### config.mk
export PLATFORM = sky130hd
export DESIGN_NAME = fetch_queue
export DESIGN_NICKNAME = d
export VERILOG_FILES = /design/src/rtl/mips_pkg.sv /design/src/rtl/sync_fifo.sv /design/src/rtl/fetch_queue.sv
export SDC_FILE = /design/constraint.sdc
export NUM_CORES = 1
export LEC_CHECK = 0
export BUFFER_PORTS_ARGS = -buffer_cell sky130_fd_sc_hd__buf_2
export CORE_MARGIN = 2
export CORE_UTILIZATION = 60
export CTS_BUF_LIST = sky130_fd_sc_hd__clkbuf_4 sky130_fd_sc_hd__clkbuf_8
export CTS_CLUSTER_DIAMETER = 120
export DETAILED_ROUTE_END_ITERATION = 6
export GPL_TIMING_DRIVEN = 0
export HOLD_SLACK_MARGIN = 0.15
export PLACE_DENSITY_LB_ADDON = 0.05
export REMOVE_ABC_BUFFERS = 1
export SLEW_MARGIN = 5
export SYNTH_ARGS = -nofsm -noshare
export SYNTH_HDL_FRONTEND = slang
export SYNTH_SLANG_ARGS = --single-unit
export TNS_END_PERCENT = 1
### constraint.sdc
create_clock -name clock -period 9.85 [get_ports clock]
set_input_delay 0.985 -clock clock [delete_from_list [all_inputs] [get_ports clock]]
set_output_delay 0.985 -clock clock [all_outputs]
set_load 0.02 [all_outputs]
### src/rtl/mips_pkg.sv
// mips_pkg: shared widths, fetch defaults and the fetch-entry type
package mips_pkg;
  localparam int XLEN = 32;
  localparam int INSTR_W = 32;
  localparam logic [XLEN-1:0] DEFAULT_RESET_PC = 32'h0000_0000;
  localparam int PC_STEP = 4;
  typedef struct packed {
    logic [INSTR_W-1:0] instr;
    logic [XLEN-1:0]    pc;
  } fetch_entry_t;
endpackage

### src/rtl/sync_fifo.sv
// sync_fifo: synchronous FIFO with flush and a registered head
module sync_fifo #(
  parameter int DEPTH = 4,
  parameter int WIDTH = 64
) (
  input  logic                     clock,
  input  logic                     reset,
  input  logic                     flush,
  input  logic                     push,
  input  logic                     pop,
  input  logic [WIDTH-1:0]         wdata,
  output logic [WIDTH-1:0]         rdata,
  output logic [$clog2(DEPTH):0]   count,
  output logic                     empty,
  output logic                     full
);
  localparam int AW = $clog2(DEPTH);
  localparam int CW = AW + 1;
  logic [WIDTH-1:0] mem [DEPTH];
  logic [AW-1:0] rd_ptr, wr_ptr, rd_nxt;
  logic do_pop;
  assign empty = count == '0;
  assign full = count == CW'(DEPTH);
  assign do_pop = pop && !empty;
  assign rd_nxt = rd_ptr + AW'(do_pop);
  always_ff @(posedge clock)
    if (reset || flush) begin
      rd_ptr <= '0;
      wr_ptr <= '0;
      count <= '0;
      rdata <= '0;
    end else begin
      if (push) mem[wr_ptr] <= wdata;
      wr_ptr <= wr_ptr + AW'(push);
      rd_ptr <= rd_nxt;
      count <= count + CW'(push) - CW'(do_pop);
      // when the pop drains the stored entries the incoming word becomes the head
      rdata <= (count == CW'(do_pop)) ? wdata : mem[rd_nxt];
    end
endmodule

### src/rtl/fetch_queue.sv
// fetch_queue: fetch PC owner, credit-limited imem requester and tagged instruction buffer
module fetch_queue #(
  parameter int DEPTH = 4,
  parameter logic [mips_pkg::XLEN-1:0] RESET_PC = mips_pkg::DEFAULT_RESET_PC,
  parameter int PC_STEP = mips_pkg::PC_STEP
) (
  input  logic                         clock,
  input  logic                         reset,
  input  logic                         redirect_valid,
  input  logic [mips_pkg::XLEN-1:0]    redirect_pc,
  output logic                         imem_req,
  output logic [mips_pkg::XLEN-1:0]    imem_addr,
  input  logic [mips_pkg::INSTR_W-1:0] imem_rdata,
  output logic                         instr_valid,
  input  logic                         instr_ready,
  output logic [mips_pkg::INSTR_W-1:0] instr,
  output logic [mips_pkg::XLEN-1:0]    instr_pc
);
  import mips_pkg::*;
  localparam int CW = $clog2(DEPTH) + 1;
  localparam logic [0:0] RUN = 1'b0;
  localparam logic [0:0] FLUSH = 1'b1;
  logic [0:0] state;
  logic inflight, inflight_eff, pop, rsp, full, empty;
  logic [XLEN-1:0] fetch_pc, req_pc;
  logic [CW-1:0] count;
  logic [CW:0] occ;
  fetch_entry_t head;
  // the cycle after a redirect can never have a response outstanding
  assign inflight_eff = state == RUN && inflight;
  assign pop = instr_valid && instr_ready && !redirect_valid;
  assign rsp = inflight_eff && !redirect_valid && !reset;
  assign occ = (CW+1)'(count) + (CW+1)'(inflight_eff) - (CW+1)'(pop);
  assign imem_req = !reset && !redirect_valid && occ < (CW+1)'(DEPTH);
  assign imem_addr = fetch_pc;
  assign instr_valid = !empty;
  assign instr = head.instr;
  assign instr_pc = head.pc;
  always_ff @(posedge clock)
    if (reset) begin
      state <= RUN;
      inflight <= 1'b0;
      fetch_pc <= RESET_PC;
      req_pc <= '0;
    end else begin
      state <= redirect_valid ? FLUSH : RUN;
      inflight <= imem_req;
      req_pc <= imem_req ? fetch_pc : req_pc;
      fetch_pc <= redirect_valid ? redirect_pc : imem_req ? fetch_pc + XLEN'(PC_STEP) : fetch_pc;
    end
  sync_fifo #(.DEPTH(DEPTH), .WIDTH($bits(fetch_entry_t))) u_fifo (
    .clock(clock),
    .reset(reset),
    .flush(redirect_valid),
    .push(rsp && (!full || pop)),
    .pop(pop),
    .wdata({imem_rdata, req_pc}),
    .rdata(head),
    .count(count),
    .empty(empty),
    .full(full)
  );
endmodule

==> impl_results.md <==
* Largest net degree at the start of global routing at 60
* Logic pwr share at 4.3%
* Worst R2R Path Depth at 13
* Cell Area, Synth at 14900 um^2
* Die area at 26100 um^2
* Area Growth Syn to Fin at 18.8%
* Sequential area share after synthesis at 69.9%
* Sink Count at 393
* Clock Tree Buf Depth at 3
* Tmin final at 5.33 ns
* DP Worst Slack at 4.54 ns
* Global routing usage on met3 at 4.44%
* Clock latency at the later pin of the worst-skew pair at 0.59 ns
* Number of synthesized flops with an enable pin at 256
* Post-CTS Hold Fix Bufs at 0
* Worst-Margin Slew at 1.16 ns
* Number of synthesized register bits at 393
* Port Buffers at 165
* Compound-Gate Fraction of Synth Area at 6.63%
* Row count at 57
* Met2 Usage GRT at 41.2%
* Area share of and/or/nand/nor cells after synthesis at 9.01%
* Starting Density at 61.2%
* Post-route clock period utilization at 54.1%
* Gates resized, CTS repair at 0
* Reg2Reg Setup Slack at 6.48 ns
* CP startpoint: redirect_valid
* Reg power frac at 53.8%
* GRT Overall Usage at 25.0%
* Post-Synth Adder-Cell Area at 0.889%
* Critical Path AT at 4.35 ns
* Sw power at 0.720 mW
* Min-Delay Path Class: flop to flop
* Die Span Y at 162 um
* Met1 usage at 35.4%
* Avg WL per Cell at 19.8 um
* First-pass GRT wire length at 50.4 mm
* Hold Path Cell Cnt at 2
* Netlist cell types at 52
* Final ANT Viol Nets at 0
* GR peak layer: met2
* Num CTS Buffers at 61
* DR pass1 iterations at 5
* Worst r2r src: u_fifo.count[2]$_SDFF_PP0_
* Clock power share at 41.9%
* Placed instance area at 16400 um^2
* Crit. End Element: primary output
* Layout cells sized above 1 at 30.1%
* Final setup vio count at 0
* Min-Delay Endpoint: req_pc[1]$_SDFFE_PP0P_
* Pleak at 6.13 nW
* Req. time, crit path at 8.87 ns
* Hold Startpoint: imem_addr[1]$_SDFFE_PP0P_
* Largest family of logic cells by synthesized area: multiplexers
* Vias in the first global route at 9202
* Root Buffer Master: clkbuf_8
* Peak supply drop at 0.000132 V
* Clock slew at reported path FFs at 0.06 ns
* Final Hold Fails at 0
* Nets@finish at 1316
* Synth Area in XOR/XNOR at 1.82%
* Post-synth ARST share at 0%
* Reg-to-reg endpoint: req_pc[5]$_SDFFE_PP0P_
* Mux cell area share after synthesis at 9.80%
* Remaining DRCs at 0
* Ys flop type: edfxtp_1
* # Post-CTS Setup Buffers at 0
* Power Dens Cells at 189 nW/um^2
* Status: finished clean
* Setup CP Type: input port to primary output
* Slew margin rel. at 22.9%
* Initial antenna violation count at 0
* Max-cap violations at 0
* Finished Cell Area at 17700 um^2
* Die Span X at 162 um
* Initial DRC Count at 732
* Clk_skew at 0.0219 ns
* Max-slew violation count at 0
* Fmax at 0.188 GHz
* Syn Inst Count at 1041
* Setup ws final at 4.52 ns
* TritonCTS clock tree: yes
* Vias/cell at 5.67
* Grt ovf at 0
* # H-tree levels at 2
* Sw Share at 21.5%
* RePlAce Congestion at 0.752
* Diodes inserted at 0
* Post-DP HPWL at 19.2 mm
* Internal power at 2.63 mW
* RSZ-0062 raised after global routing: no
* Vias post-DR at 9163
* Boundary Pins at 166
* CP max FO at 46
* Total core area at 24400 um^2
* Detailed Route WL at 32.0 mm
* Crit start category: input port
* Avg Cell Area, Syn at 14.3 um^2
* Yosys warning count at 0
==> power groups by stage <==
| stage | clock network [mW] | registers (mW) | logic (mW) |
|---|---|---|---|
| final | 1.41 | 1.80 | 0.144 |
| after global routing | 1.51 | 1.81 | 0.157 |
| after CTS | 1.43 | 1.80 | 0.145 |
| after detailed placement | 0 | 1.84 | 0.144 |
| after global placement | 0 | 1.84 | 0.138 |
| after floorplan | 0 | 1.85 | 0.0569 |
==> layer usage <==
layer,vias to the layer above,share of wire (%)
met5,-,0
met4,0,1.8
met3,52,6.2
met2,301,48
met1,4551,44
li1,4259,-
==> cell usage in the layout, fill, tap and decap left out, drive strengths merged, types with 9 or more instances in the layout <==
cell / n
clkinv: 15
nor2: 29
dfxtp: 137
o21ai: 11
ha: 9
inv: 14
mux4: 64
nand3: 15
edfxtp: 256
nand4: 13
clkbuf: 98
xnor2: 28
buf: 191
nand2: 217
a211oi: 21
a21oi: 118
==> cells in the mapped netlist (11+ instances only) <==
master / instances / share of area (%)
dfxtp_1: 137 / 18
clkbuf_1: 34 / 0.86
inv_1: 11 / 0.28
a211oi_1: 18 / 0.91
buf_2: 15 / 0.50
a21oi_1: 117 / 3.9
mux4_2: 64 / 9.7
nand2_1: 217 / 5.5
nand3_1: 15 / 0.50
edfxtp_1: 256 / 52
nor2_1: 29 / 0.73
nand4_1: 11 / 0.46
xnor2_1: 28 / 1.6
==> cell type report <==
cell class | instances | area, um^2
Sequential cell | 393 | 10400
Fill cell | 1703 | 6660
Multi-Input combinational cell | 577 | 4280
Timing Repair Buffer | 191 | 1250
Clock buffer | 98 | 1170
Tap cell | 324 | 405
Clock inverter | 18 | 131
Inverter | 14 | 52.6
==> critical path, stage by stage <==
cell,delay (ns)
buf_2,0.14
inv_2,0.58
nand2_1,0.20
nor2b_1,0.16
ha_1,0.16
inv_1,0.04
ha_1,0.26
nand4bb_1,0.19
a21o_1,0.24
and3b_1,0.21
o21ai_4,0.44
inv_2,0.42
buf_2,0.28
==> sequential cells by signal, summed over array words and instances, names as in the netlist <==
name / cells
u_fifo.mem: 256
u_fifo.rdata: 64
imem_addr: 32
req_pc: 32
u_fifo.count: 3
u_fifo.rd_ptr: 2
u_fifo.wr_ptr: 2
inflight: 1
state: 1
==> per-stage QoR <==
stage               utilization [%]  setup TNS (ns)  power (mW)  hold slack (ns)  std cells
floorplan                         -               0        1.91            0.470        984
global placement               65.2         -437.73        1.98            0.460       1473
detailed placement             67.3               0        1.98            0.465       1499
CTS                            72.7               0        3.38            0.474       1615
global route                   72.7               0        3.47            0.504       1615
finish                         72.7               0        3.35            0.475       1615
==> worst max-delay path by stage <==
stage               depth (start not counted)  slack [ns]                     endpoint
floorplan                                   3        1.96   u_fifo.mem[1][0]$_DFFE_PP_
global placement                            4       -3.66  u_fifo.mem[1][55]$_DFFE_PP_
detailed placement                         13        4.54                     imem_req
CTS                                        13        4.52                     imem_req
global route                               13        4.22                     imem_req
finish                                     13        4.52                     imem_req
==> cell families after synthesis <==
kind of cell | after synthesis
fa+ha+maj | 10
compound gates | 165
xor+xnor | 31
buf+inv | 71
simple gates | 305
flops | 393
mux | 66
Note: power is estimated with default switching activity, not from simulation.
